### config.mk
export PLATFORM = sky130hd
export DESIGN_NAME = isr_feeder_flat
export DESIGN_NICKNAME = d
export VERILOG_FILES = /design/src/rtl/isr_feeder_pkg.sv /design/src/rtl/isr_feeder_if.sv /design/src/rtl/isr_feeder_fifo.sv /design/src/rtl/isr_feeder.sv /design/src/flat_wrapper.sv
export SDC_FILE = /design/constraint.sdc
export NUM_CORES = 1
export LEC_CHECK = 0
export ABC_AREA = 1
export CORE_MARGIN = 2
export CORE_UTILIZATION = 25
export CTS_CLUSTER_DIAMETER = 150
export DETAILED_ROUTE_END_ITERATION = 7
export GPL_ROUTABILITY_DRIVEN = 0
export PLACE_DENSITY_LB_ADDON = 0.2
export SYNTH_ARGS = -nofsm -noshare
export SYNTH_HDL_FRONTEND = slang
export SYNTH_HIERARCHICAL = 1
export SYNTH_SLANG_ARGS = --single-unit
### constraint.sdc
create_clock -name clock -period 5.98 [get_ports clock]
set_input_delay 1.794 -clock clock [delete_from_list [all_inputs] [get_ports clock]]
set_output_delay 1.794 -clock clock [all_outputs]
set_load 0.01 [all_outputs]
### src/rtl/isr_feeder_pkg.sv
// Shared types and widths for the ISR front-end: FSM state encoding and the
// captured output record.
package isr_pkg;

    localparam int VALUE_W  = 64;
    localparam int RESULT_W = 32;

    typedef enum logic [1:0] {
        ST_IDLE  = 2'd0,
        ST_START = 2'd1,
        ST_ARM   = 2'd2,
        ST_BUSY  = 2'd3
    } isr_feed_state_t;

    typedef struct packed {
        logic [VALUE_W-1:0]  value;
        logic [RESULT_W-1:0] result;
        logic                timeout;
    } isr_result_t;

endpackage

### src/rtl/isr_feeder_if.sv
// Bundle of every non-clock signal of isr_feeder. The master modport is the
// feeder itself, and the slave modport is its environment.
interface isr_feeder_if #(
    parameter int DEPTH = 4
) ();
    import isr_pkg::*;

    localparam int CNT_W = $clog2(DEPTH + 1);

    // Both ports use valid/ready. A transfer happens on a posedge where valid
    // and ready are both high. Valid is not withdrawn by a missing ready.
    // Payload is only meaningful while valid is high.
    logic                in_valid;
    logic                in_ready;
    logic [VALUE_W-1:0]  in_value;

    logic                isr_start;
    logic [VALUE_W-1:0]  isr_value;
    logic [RESULT_W-1:0] isr_result;
    logic                isr_done;

    logic                out_valid;
    logic                out_ready;
    logic [VALUE_W-1:0]  out_value;
    logic [RESULT_W-1:0] out_result;
    logic                out_timeout;

    logic                busy;
    logic [CNT_W-1:0]    count;
    isr_feed_state_t     dbg_state;

    modport master (
        input  in_valid, in_value, isr_result, isr_done, out_ready,
        output in_ready, isr_start, isr_value, out_valid, out_value,
               out_result, out_timeout, busy, count, dbg_state
    );

    modport slave (
        output in_valid, in_value, isr_result, isr_done, out_ready,
        input  in_ready, isr_start, isr_value, out_valid, out_value,
               out_result, out_timeout, busy, count, dbg_state
    );

endinterface

### src/rtl/isr_feeder_fifo.sv
// Circular-buffer operand FIFO for the ISR feeder. Its count register is the
// only source for full and empty, so neither flag depends on same-cycle push or pop.
module isr_fifo
    import isr_pkg::*;
#(
    parameter int DEPTH = 4,
    parameter int W     = VALUE_W
) (
    input  logic                         clock,
    input  logic                         reset,
    input  logic                         i_push,
    input  logic [W-1:0]                 i_data,
    input  logic                         i_pop,
    output logic [W-1:0]                 o_data,
    output logic [$clog2(DEPTH+1)-1:0]   o_count,
    output logic                         o_full,
    output logic                         o_empty
);
    localparam int CNT_W = $clog2(DEPTH + 1);
    localparam int PTR_W = $clog2(DEPTH);

    logic [W-1:0]     r_mem [DEPTH];
    logic [PTR_W-1:0] r_wr_ptr;
    logic [PTR_W-1:0] r_rd_ptr;
    logic [CNT_W-1:0] r_count;
    logic             w_do_push;
    logic             w_do_pop;

    assign o_full    = (r_count == CNT_W'(DEPTH));
    assign o_empty   = (r_count == '0);
    assign o_count   = r_count;
    assign o_data    = r_mem[r_rd_ptr];
    assign w_do_push = i_push & ~o_full;
    assign w_do_pop  = i_pop & ~o_empty;

    always_ff @(posedge clock) begin
        if (w_do_push) begin
            r_mem[r_wr_ptr] <= i_data;
        end
    end

    // DEPTH is a power of two, so the pointers wrap by plain overflow.
    always_ff @(posedge clock or negedge reset) begin
        if (!reset) begin
            r_wr_ptr <= '0;
            r_rd_ptr <= '0;
            r_count  <= '0;
        end else begin
            if (w_do_push) r_wr_ptr <= r_wr_ptr + 1'b1;
            if (w_do_pop)  r_rd_ptr <= r_rd_ptr + 1'b1;
            case ({w_do_push, w_do_pop})
                2'b10:   r_count <= r_count + 1'b1;
                2'b01:   r_count <= r_count - 1'b1;
                default: r_count <= r_count;
            endcase
        end
    end

endmodule

### src/rtl/isr_feeder.sv
// Dispatches buffered operands to the ISR one job at a time and captures each
// result, or a watchdog abort, into a single-entry output register.
module isr_feeder
    import isr_pkg::*;
#(
    parameter int DEPTH   = 4,
    parameter int TIMEOUT = 128
) (
    input logic          clock,
    input logic          reset,
    isr_feeder_if.master bus
);
    localparam int CNT_W = $clog2(DEPTH + 1);
    localparam int WD_W  = $clog2(TIMEOUT + 1);
    localparam logic [WD_W-1:0] WD_LIMIT = WD_W'(TIMEOUT);

    isr_feed_state_t    r_state;
    isr_feed_state_t    w_next;
    logic               w_push;
    logic               w_pop;
    logic               w_capture;
    logic               w_abort;
    logic               w_full;
    logic               w_empty;
    logic [VALUE_W-1:0] w_head;
    logic [CNT_W-1:0]   w_count;
    logic [VALUE_W-1:0] r_isr_value;
    logic [WD_W-1:0]    r_wdog;
    isr_result_t        r_out;
    logic               r_out_valid;

    assign w_push = bus.in_valid & ~w_full;

    isr_fifo #(
        .DEPTH (DEPTH),
        .W     (VALUE_W)
    ) u_fifo (
        .clock   (clock),
        .reset   (reset),
        .i_push  (w_push),
        .i_data  (bus.in_value),
        .i_pop   (w_pop),
        .o_data  (w_head),
        .o_count (w_count),
        .o_full  (w_full),
        .o_empty (w_empty)
    );

    // Dispatch waits for an empty output register, so a capture can never
    // overwrite a result that has not been read.
    always_comb begin
        w_next    = r_state;
        w_pop     = 1'b0;
        w_capture = 1'b0;
        w_abort   = 1'b0;
        case (r_state)
            ST_IDLE: begin
                if (!w_empty && !r_out_valid) begin
                    w_pop  = 1'b1;
                    w_next = ST_START;
                end
            end
            ST_START: w_next = ST_ARM;
            ST_ARM: begin
                if (r_wdog == WD_LIMIT) begin
                    w_abort = 1'b1;
                    w_next  = ST_IDLE;
                end else if (!bus.isr_done) begin
                    w_next = ST_BUSY;
                end
            end
            ST_BUSY: begin
                if (bus.isr_done) begin
                    w_capture = 1'b1;
                    w_next    = ST_IDLE;
                end else if (r_wdog == WD_LIMIT) begin
                    w_abort = 1'b1;
                    w_next  = ST_IDLE;
                end
            end
            default: w_next = ST_IDLE;
        endcase
    end

    always_ff @(posedge clock or negedge reset) begin
        if (!reset) begin
            r_state <= ST_IDLE;
        end else begin
            r_state <= w_next;
        end
    end

    always_ff @(posedge clock or negedge reset) begin
        if (!reset) begin
            r_isr_value <= '0;
            r_wdog      <= '0;
            r_out       <= '0;
            r_out_valid <= 1'b0;
        end else begin
            if (w_pop) begin
                r_isr_value <= w_head;
                r_wdog      <= '0;
            end else if (r_state != ST_IDLE && r_wdog != WD_LIMIT) begin
                r_wdog <= r_wdog + 1'b1;
            end
            if (w_capture) begin
                r_out       <= '{value: r_isr_value, result: bus.isr_result, timeout: 1'b0};
                r_out_valid <= 1'b1;
            end else if (w_abort) begin
                r_out       <= '{value: r_isr_value, result: '0, timeout: 1'b1};
                r_out_valid <= 1'b1;
            end else if (r_out_valid && bus.out_ready) begin
                r_out_valid <= 1'b0;
            end
        end
    end

    assign bus.in_ready    = ~w_full;
    assign bus.isr_start   = (r_state == ST_START);
    assign bus.isr_value   = r_isr_value;
    assign bus.out_valid   = r_out_valid;
    assign bus.out_value   = r_out.value;
    assign bus.out_result  = r_out.result;
    assign bus.out_timeout = r_out.timeout;
    assign bus.busy        = (r_state != ST_IDLE);
    assign bus.count       = w_count;
    assign bus.dbg_state   = r_state;

endmodule

### src/flat_wrapper.sv
// flat-port wrapper written by rule: the top's interface ports become plain ports
module isr_feeder_flat import isr_pkg::*;
#(
    parameter int DEPTH   = 4,
    parameter int TIMEOUT = 128
)
  (clock, reset, bus_in_valid, bus_in_value, bus_isr_result, bus_isr_done, bus_out_ready, bus_in_ready, bus_isr_start, bus_isr_value, bus_out_valid, bus_out_value, bus_out_result, bus_out_timeout, bus_busy, bus_count, bus_dbg_state);
  isr_feeder_if #(.DEPTH(DEPTH)) bus_i ();
  input logic clock;
  input logic reset;
  input wire logic [$bits(bus_i.in_valid)-1:0] bus_in_valid;
  input wire logic [$bits(bus_i.in_value)-1:0] bus_in_value;
  input wire logic [$bits(bus_i.isr_result)-1:0] bus_isr_result;
  input wire logic [$bits(bus_i.isr_done)-1:0] bus_isr_done;
  input wire logic [$bits(bus_i.out_ready)-1:0] bus_out_ready;
  output wire logic [$bits(bus_i.in_ready)-1:0] bus_in_ready;
  output wire logic [$bits(bus_i.isr_start)-1:0] bus_isr_start;
  output wire logic [$bits(bus_i.isr_value)-1:0] bus_isr_value;
  output wire logic [$bits(bus_i.out_valid)-1:0] bus_out_valid;
  output wire logic [$bits(bus_i.out_value)-1:0] bus_out_value;
  output wire logic [$bits(bus_i.out_result)-1:0] bus_out_result;
  output wire logic [$bits(bus_i.out_timeout)-1:0] bus_out_timeout;
  output wire logic [$bits(bus_i.busy)-1:0] bus_busy;
  output wire logic [$bits(bus_i.count)-1:0] bus_count;
  output wire logic [$bits(bus_i.dbg_state)-1:0] bus_dbg_state;
  assign bus_i.in_valid = bus_in_valid;
  assign bus_i.in_value = bus_in_value;
  assign bus_i.isr_result = bus_isr_result;
  assign bus_i.isr_done = bus_isr_done;
  assign bus_i.out_ready = bus_out_ready;
  assign bus_in_ready = bus_i.in_ready;
  assign bus_isr_start = bus_i.isr_start;
  assign bus_isr_value = bus_i.isr_value;
  assign bus_out_valid = bus_i.out_valid;
  assign bus_out_value = bus_i.out_value;
  assign bus_out_result = bus_i.out_result;
  assign bus_out_timeout = bus_i.out_timeout;
  assign bus_busy = bus_i.busy;
  assign bus_count = bus_i.count;
  assign bus_dbg_state = bus_i.dbg_state;
  isr_feeder #(.DEPTH(DEPTH), .TIMEOUT(TIMEOUT)) u_core (.clock(clock), .reset(reset), .bus(bus_i));
endmodule
### After elaboration in Yosys (flattened, before gate mapping)

Memories as Yosys holds them, arrays and structs flattened. A register that Yosys moved wholly into a read port is not among the register bits.
Index checks and enable logic that the tools add are counted.
Widths: inputs -> output; s select.

* bits in registers: 115
* bits in writable memories: 256
* input port bits: 101
* output and inout port bits: 170
* logic and storage cells: 68
* memories: 1

Memory list
* u_core.u_fifo.r_mem: words 4, width 64, rd ports 1, clocked after Yosys merged registers in 1, wr ports 1, RTL line isr_feeder_fifo.sv:22 `logic [W-1:0] r_mem [DEPTH];`

* add/sub/neg operators: 5
* equal/unequal tests: 11
* muxes and demuxes: 23
* bitwise gates (word level): 5
* reductions and logical operators: 14

Operators with widths (count)
* $mux 97: 2
* $mux 8: 2
* $mux 1: 11
* $mux 2: 5
* $add 8x1->8 const B: 1
* $eq 8x8->1 const B: 1
* $ne 8x8->1 const B: 1
* $pmux 2 s4: 1
* $reduce_bool 2->1: 4
* $eq 2x2->1 const B: 3
* $ne 3x2->1 const B: 2
* $pmux 3 s2: 1
* $add 2x1->2 const B: 2
* $eq 2x1->1 const B: 2
* $add 3x1->3 const B: 1
* $and 1x1->1: 3
* $eq 3x3->1 const B: 1
* $logic_and 1x1->1: 3
* $logic_not 1->1: 3
* $logic_not 3->1: 1
* $reduce_and 3->1: 1
* $reduce_bool 3->1: 1
* $sub 3x1->3 const B: 1
* $logic_not 2->1: 1
* 3 further kinds: 4

### Longest topological paths before layout

* depth after elaboration: 8
* gate-level depth with buffers: 17
* depth with buffers taken out: 16

### Modules after synthesis

The synthesis kept the hierarchy.

By module, submodules not included
* isr_fifo: times used 1, cells each 808, area each 10605.2 um^2, sequential area each 7862.5 um^2
* isr_feeder: times used 1, cells each 783, area each 6769.0 um^2, sequential area each 4304.1 um^2

### Worst setup path before layout

No wires, ideal clock.

* path type: input-to-reg
* from: input port bus_in_valid
* to: memory u_core/u_fifo/r_mem[0][0] in the netlist's numbering, enable pin
* setup time: 0.487 ns
* arrival time: 4.814 ns
* data required time: 5.493 ns
* path slack: 0.679 ns
* cell stages on the path: 4
* buffers on the path: 0
* cell sequence: inv_1 -> nor2_1 -> nand2_1 -> nor2_1

* cells in the longest elaborated chain, start to end: 4

Ends and longest elaborated chain
* from (decl): RTL line flat_wrapper.sv:11 `input wire logic [$bits(bus_i.in_valid)-1:0] bus_in_valid;`
* $and 1x1->1: RTL line isr_feeder.sv:32 `assign w_push = bus.in_valid & ~w_full;`
* net u_core.w_push: RTL line isr_feeder.sv:19 `logic w_push;`
* $and 1x1->1: RTL line isr_feeder_fifo.sv:33 `assign w_do_push = i_push & ~o_full;`
* $mux 1: RTL line isr_feeder_fifo.sv:37 `if (w_do_push) begin`
* $mux 1 (implied by the code): RTL line isr_feeder_fifo.sv:38 `r_mem[r_wr_ptr] <= i_data;`
* to (decl): RTL line isr_feeder_fifo.sv:22

The timed path passes the listed nets, and every way through them passes these cells.

### Worst setup path after layout

* from: register u_core.u_fifo.r_count[0] (netlist: u_core/u_fifo/o_count[0])
* to: register u_core.u_fifo.r_count[1] (netlist: u_core/u_fifo/o_count[1])

* cells in the longest elaborated chain, start to end: 8
* elaborated cells between the ends (all ways): 17
* classes of those cells: 2 x add/sub; 3 x eq/ne; 3 x mux; 5 x bitwise; 4 x reduce/logical

Ends and longest elaborated chain
* from (decl): RTL line isr_feeder_fifo.sv:25 `logic [CNT_W-1:0] r_count;`
* from (signal assigned): RTL line isr_feeder_fifo.sv:52 `2'b10: r_count <= r_count + 1'b1;`
* from (signal assigned): RTL line isr_feeder_fifo.sv:53 `2'b01: r_count <= r_count - 1'b1;`
* from (signal assigned): RTL line isr_feeder_fifo.sv:54 `default: r_count <= r_count;`
* $logic_not 3->1 (*): RTL line isr_feeder_fifo.sv:30 `assign o_empty = (r_count == '0);`
* net u_core.w_empty: RTL line isr_feeder.sv:24 `logic w_empty;`
* $logic_not 1->1: RTL line isr_feeder.sv:58 `if (!w_empty && !r_out_valid) begin`
* $logic_and 1x1->1: RTL line isr_feeder.sv:58
* $mux 1: RTL line isr_feeder.sv:58
* $mux 1: RTL line isr_feeder.sv:56 `case (r_state)`
* $and 1x1->1 (*): RTL line isr_feeder_fifo.sv:34 `assign w_do_pop = i_pop & ~o_empty;`
* net u_core.u_fifo.w_do_pop: RTL line isr_feeder_fifo.sv:27 `logic w_do_pop;`
* $eq 2x1->1 / $eq 2x2->1 (equally long branches): RTL line isr_feeder_fifo.sv:51 `case ({w_do_push, w_do_pop})`
* $pmux 3 s2 / $reduce_bool 2->1 (equally long branches)

Mark *: on every way through the listed nets, which the timed path passes. The rest lies on a longest branch.
A chain may end at the register's enable or synchronous reset.

==> metrics <==
status complete, no violations; minimum clock period 3910 ps; first-pass detailed-route iteration total 5; routed vias/inst 4.04; Setup violations, final 0; post-synthesis net count 1700; total of max-cap violations 0; Power Density 518 nW/um^2; port bufs 270; Worst Clk Skew 17.0 ps; Chip Width 268 microns; CTS clock-pin slew for the worst setup and hold paths 60 ps; peak supply drop 0.232 mV; Routed wire per std cell 16.1 microns; CP Capture Type flip-flop; met3 GRT Util 3.03%; Vias 11400; Cell variety after synth 25; synth warn 6; Period Utilization, post-route 65.5%; critical path fanouts, max 71; slew margin rel. 24.6%; CTS Sinks 435; synthesis-stage register bit count 435; CTS buffer count 51; Nets 1961; global-route wire length before repair 69600 microns; share of cells above drive strength 1 5.28%; worst hold path type flip-flop to flip-flop; final hold vios 0; DIE AREA 71600 sq um; Setup Slack @ Placement 1680 ps; GR Overflow Total 0; worst-skew pair later-pin latency 590 ps; Post-DP HPWL 26700 microns; grt met2 use 20.9%; root buffer cell clkbuf_16; leakage power 9.72 nW; setup ws final 2070 ps; largest net degree at the start of global routing 182; final antenna-violating net count 0; post-CTS setup buffer count 0; met1 GRT Util 16.7%; clock tree buffer depth 3; Core Util, Final 32.8%; post-synthesis sequential area ratio 70.0%; initial antenna violation count 5; die height 268 microns; most frequent cells in the layout nand2_1 (717), clkdlybuf4s50_1 (269), edfxtp_1 (256), dfrtp_1 (178), inv_1 (162); Cell Area, Synth 17400 sq um; initial DRC count 644; Mean Syn Cell Area 10.9 sq um; H-tree Lvls 2; Crit Path Category flip-flop to flip-flop; Fmax 0.255 GHz; critical path arrival 4410 ps; worst endpoint required time 6480 ps; Worst-Margin Slew 1130 ps; total global-route track usage 12.6%; hold_buf cts 0; Final Max Slew Viols 0; core area 68700 sq um; Startpoint Class flip-flop; unrepaired setup endpoints after global routing false; global route hottest layer met2; vias in the first global route 11300; leading cell type in the layout, fill and taps excluded nand2_1; row cnt 96; total wire length 45500 microns; P&R area growth vs syn 29.7%; setup tns final 0 ps; # resized after CTS 0; CTS tree done; Cells after Synth 1591; Starting Density 25.3%; I/O pin cnt 271; DRC Markers 0
layer usage:
layer	share of wire, %	vias to the layer above
li1	-	5699
met1	46	5450
met2	47	215
met3	5.3	56
met4	1.5	8
met5	0.11	-
path summary, 6_finish.rpt:
check / start / end / slack (ps) / depth (start not counted)
max: u_core/u_fifo/o_count[0]$_DFFE_PN0P_ / u_core/u_fifo/o_count[1]$_DFFE_PN0P_ / 2070 / 12
max reg2reg: u_core/u_fifo/o_count[0]$_DFFE_PN0P_ / u_core/u_fifo/o_count[1]$_DFFE_PN0P_ / 2070 / 12
min: u_core/bus.out_value[31]$_DFFE_PN0P_ / u_core/bus.out_value[31]$_DFFE_PN0P_ / 470 / 2
min reg2reg: u_core/bus.out_value[31]$_DFFE_PN0P_ / u_core/bus.out_value[31]$_DFFE_PN0P_ / 470 / 2
min in group asynchronous: reset / u_core/bus.out_value[26]$_DFFE_PN0P_ / 1260 / 1
max in group asynchronous: reset / u_core/bus.isr_value[44]$_DFFE_PN0P_ / 3680 / 2
cell type report:
class	instances	area [sq um]
clock inverter	19	204
inverter	169	646
antenna	1	2.50
sequential	435	12200
clock buffer	77	1420
fill	7001	46200
multi-input combinational	911	4110
tap	931	1160
timing repair buffer	284	2820
power by group:
| group | switching [mW] | internal [mW] |
|---|---|---|
| logic | 2.42 | 1.64 |
| registers | 0.476 | 4.13 |
| clock network | 1.24 | 1.77 |
state kept, by name (all words and copies together) (netlist names):
register / count
u_core/r_wdog: 8
u_core/bus.out_result: 32
u_core/u_fifo/o_count: 3
u_core/u_fifo/r_mem: 256
u_core/u_fifo/r_rd_ptr: 2
u_core/bus.isr_value: 64
u_core/bus.dbg_state: 2
u_core/bus.out_timeout: 1
u_core/bus.out_valid: 1
u_core/u_fifo/r_wr_ptr: 2
u_core/bus.out_value: 64
synth_stat cells, drive strengths merged:
master,count,area [sq um]
o21bai,1,7.51
o211ai,128,961
nand2,719,2700
nor2,19,78.8
a21oi,2,10.0
o21ai,8,40.0
nand3,18,95.1
buf,67,474
a21boi,1,7.51
nand4,2,12.5
ha,7,87.6
edfxtp,256,7690
clkbuf,9,33.8
dfrtp,179,4480
inv,169,634
xor2,4,35.0
fa,1,20.0
xnor2,1,8.76
per-stage QoR:
stage | power, mW | std cells | hold WS [ps] | cell area [sq um]
finish | 11.7 | 2827 | 468 | 22500
global route | 12.5 | 2826 | 488 | 22500
CTS | 11.9 | 2826 | 472 | 22500
detailed placement | 8.83 | 2730 | 457 | 20900
global placement | 8.78 | 2730 | 454 | 20900
floorplan | 6.91 | 1591 | 483 | 17400
cells by family (layout without fill, tap and decap cells):
family                     after synthesis  after routing  share of synthesized area [%]
AOI/OAI and AO/OA                      140            140                           5.91
DFF                                    435            435                           70.0
buffers and inverters                  245            549                           6.57
and+or+nand+nor                        758            758                           16.6
xor gates and xnor gates                 5              5                          0.252
adders and majority gates                8              8                          0.619
other                                    0              1                              0
worst max-delay path, stage by stage (launching register included):
cell and delay (ps):
dfrtp_1 400, inv_1 120, nand3_1 230, inv_1 170
nor2_1 90, nand2_4 760, clkinv_2 790, nand2_1 280
inv_1 70, ha_1 200, inv_1 90, fa_1 410
o21ai_0 180
Note: power is estimated with default switching activity, not from simulation.
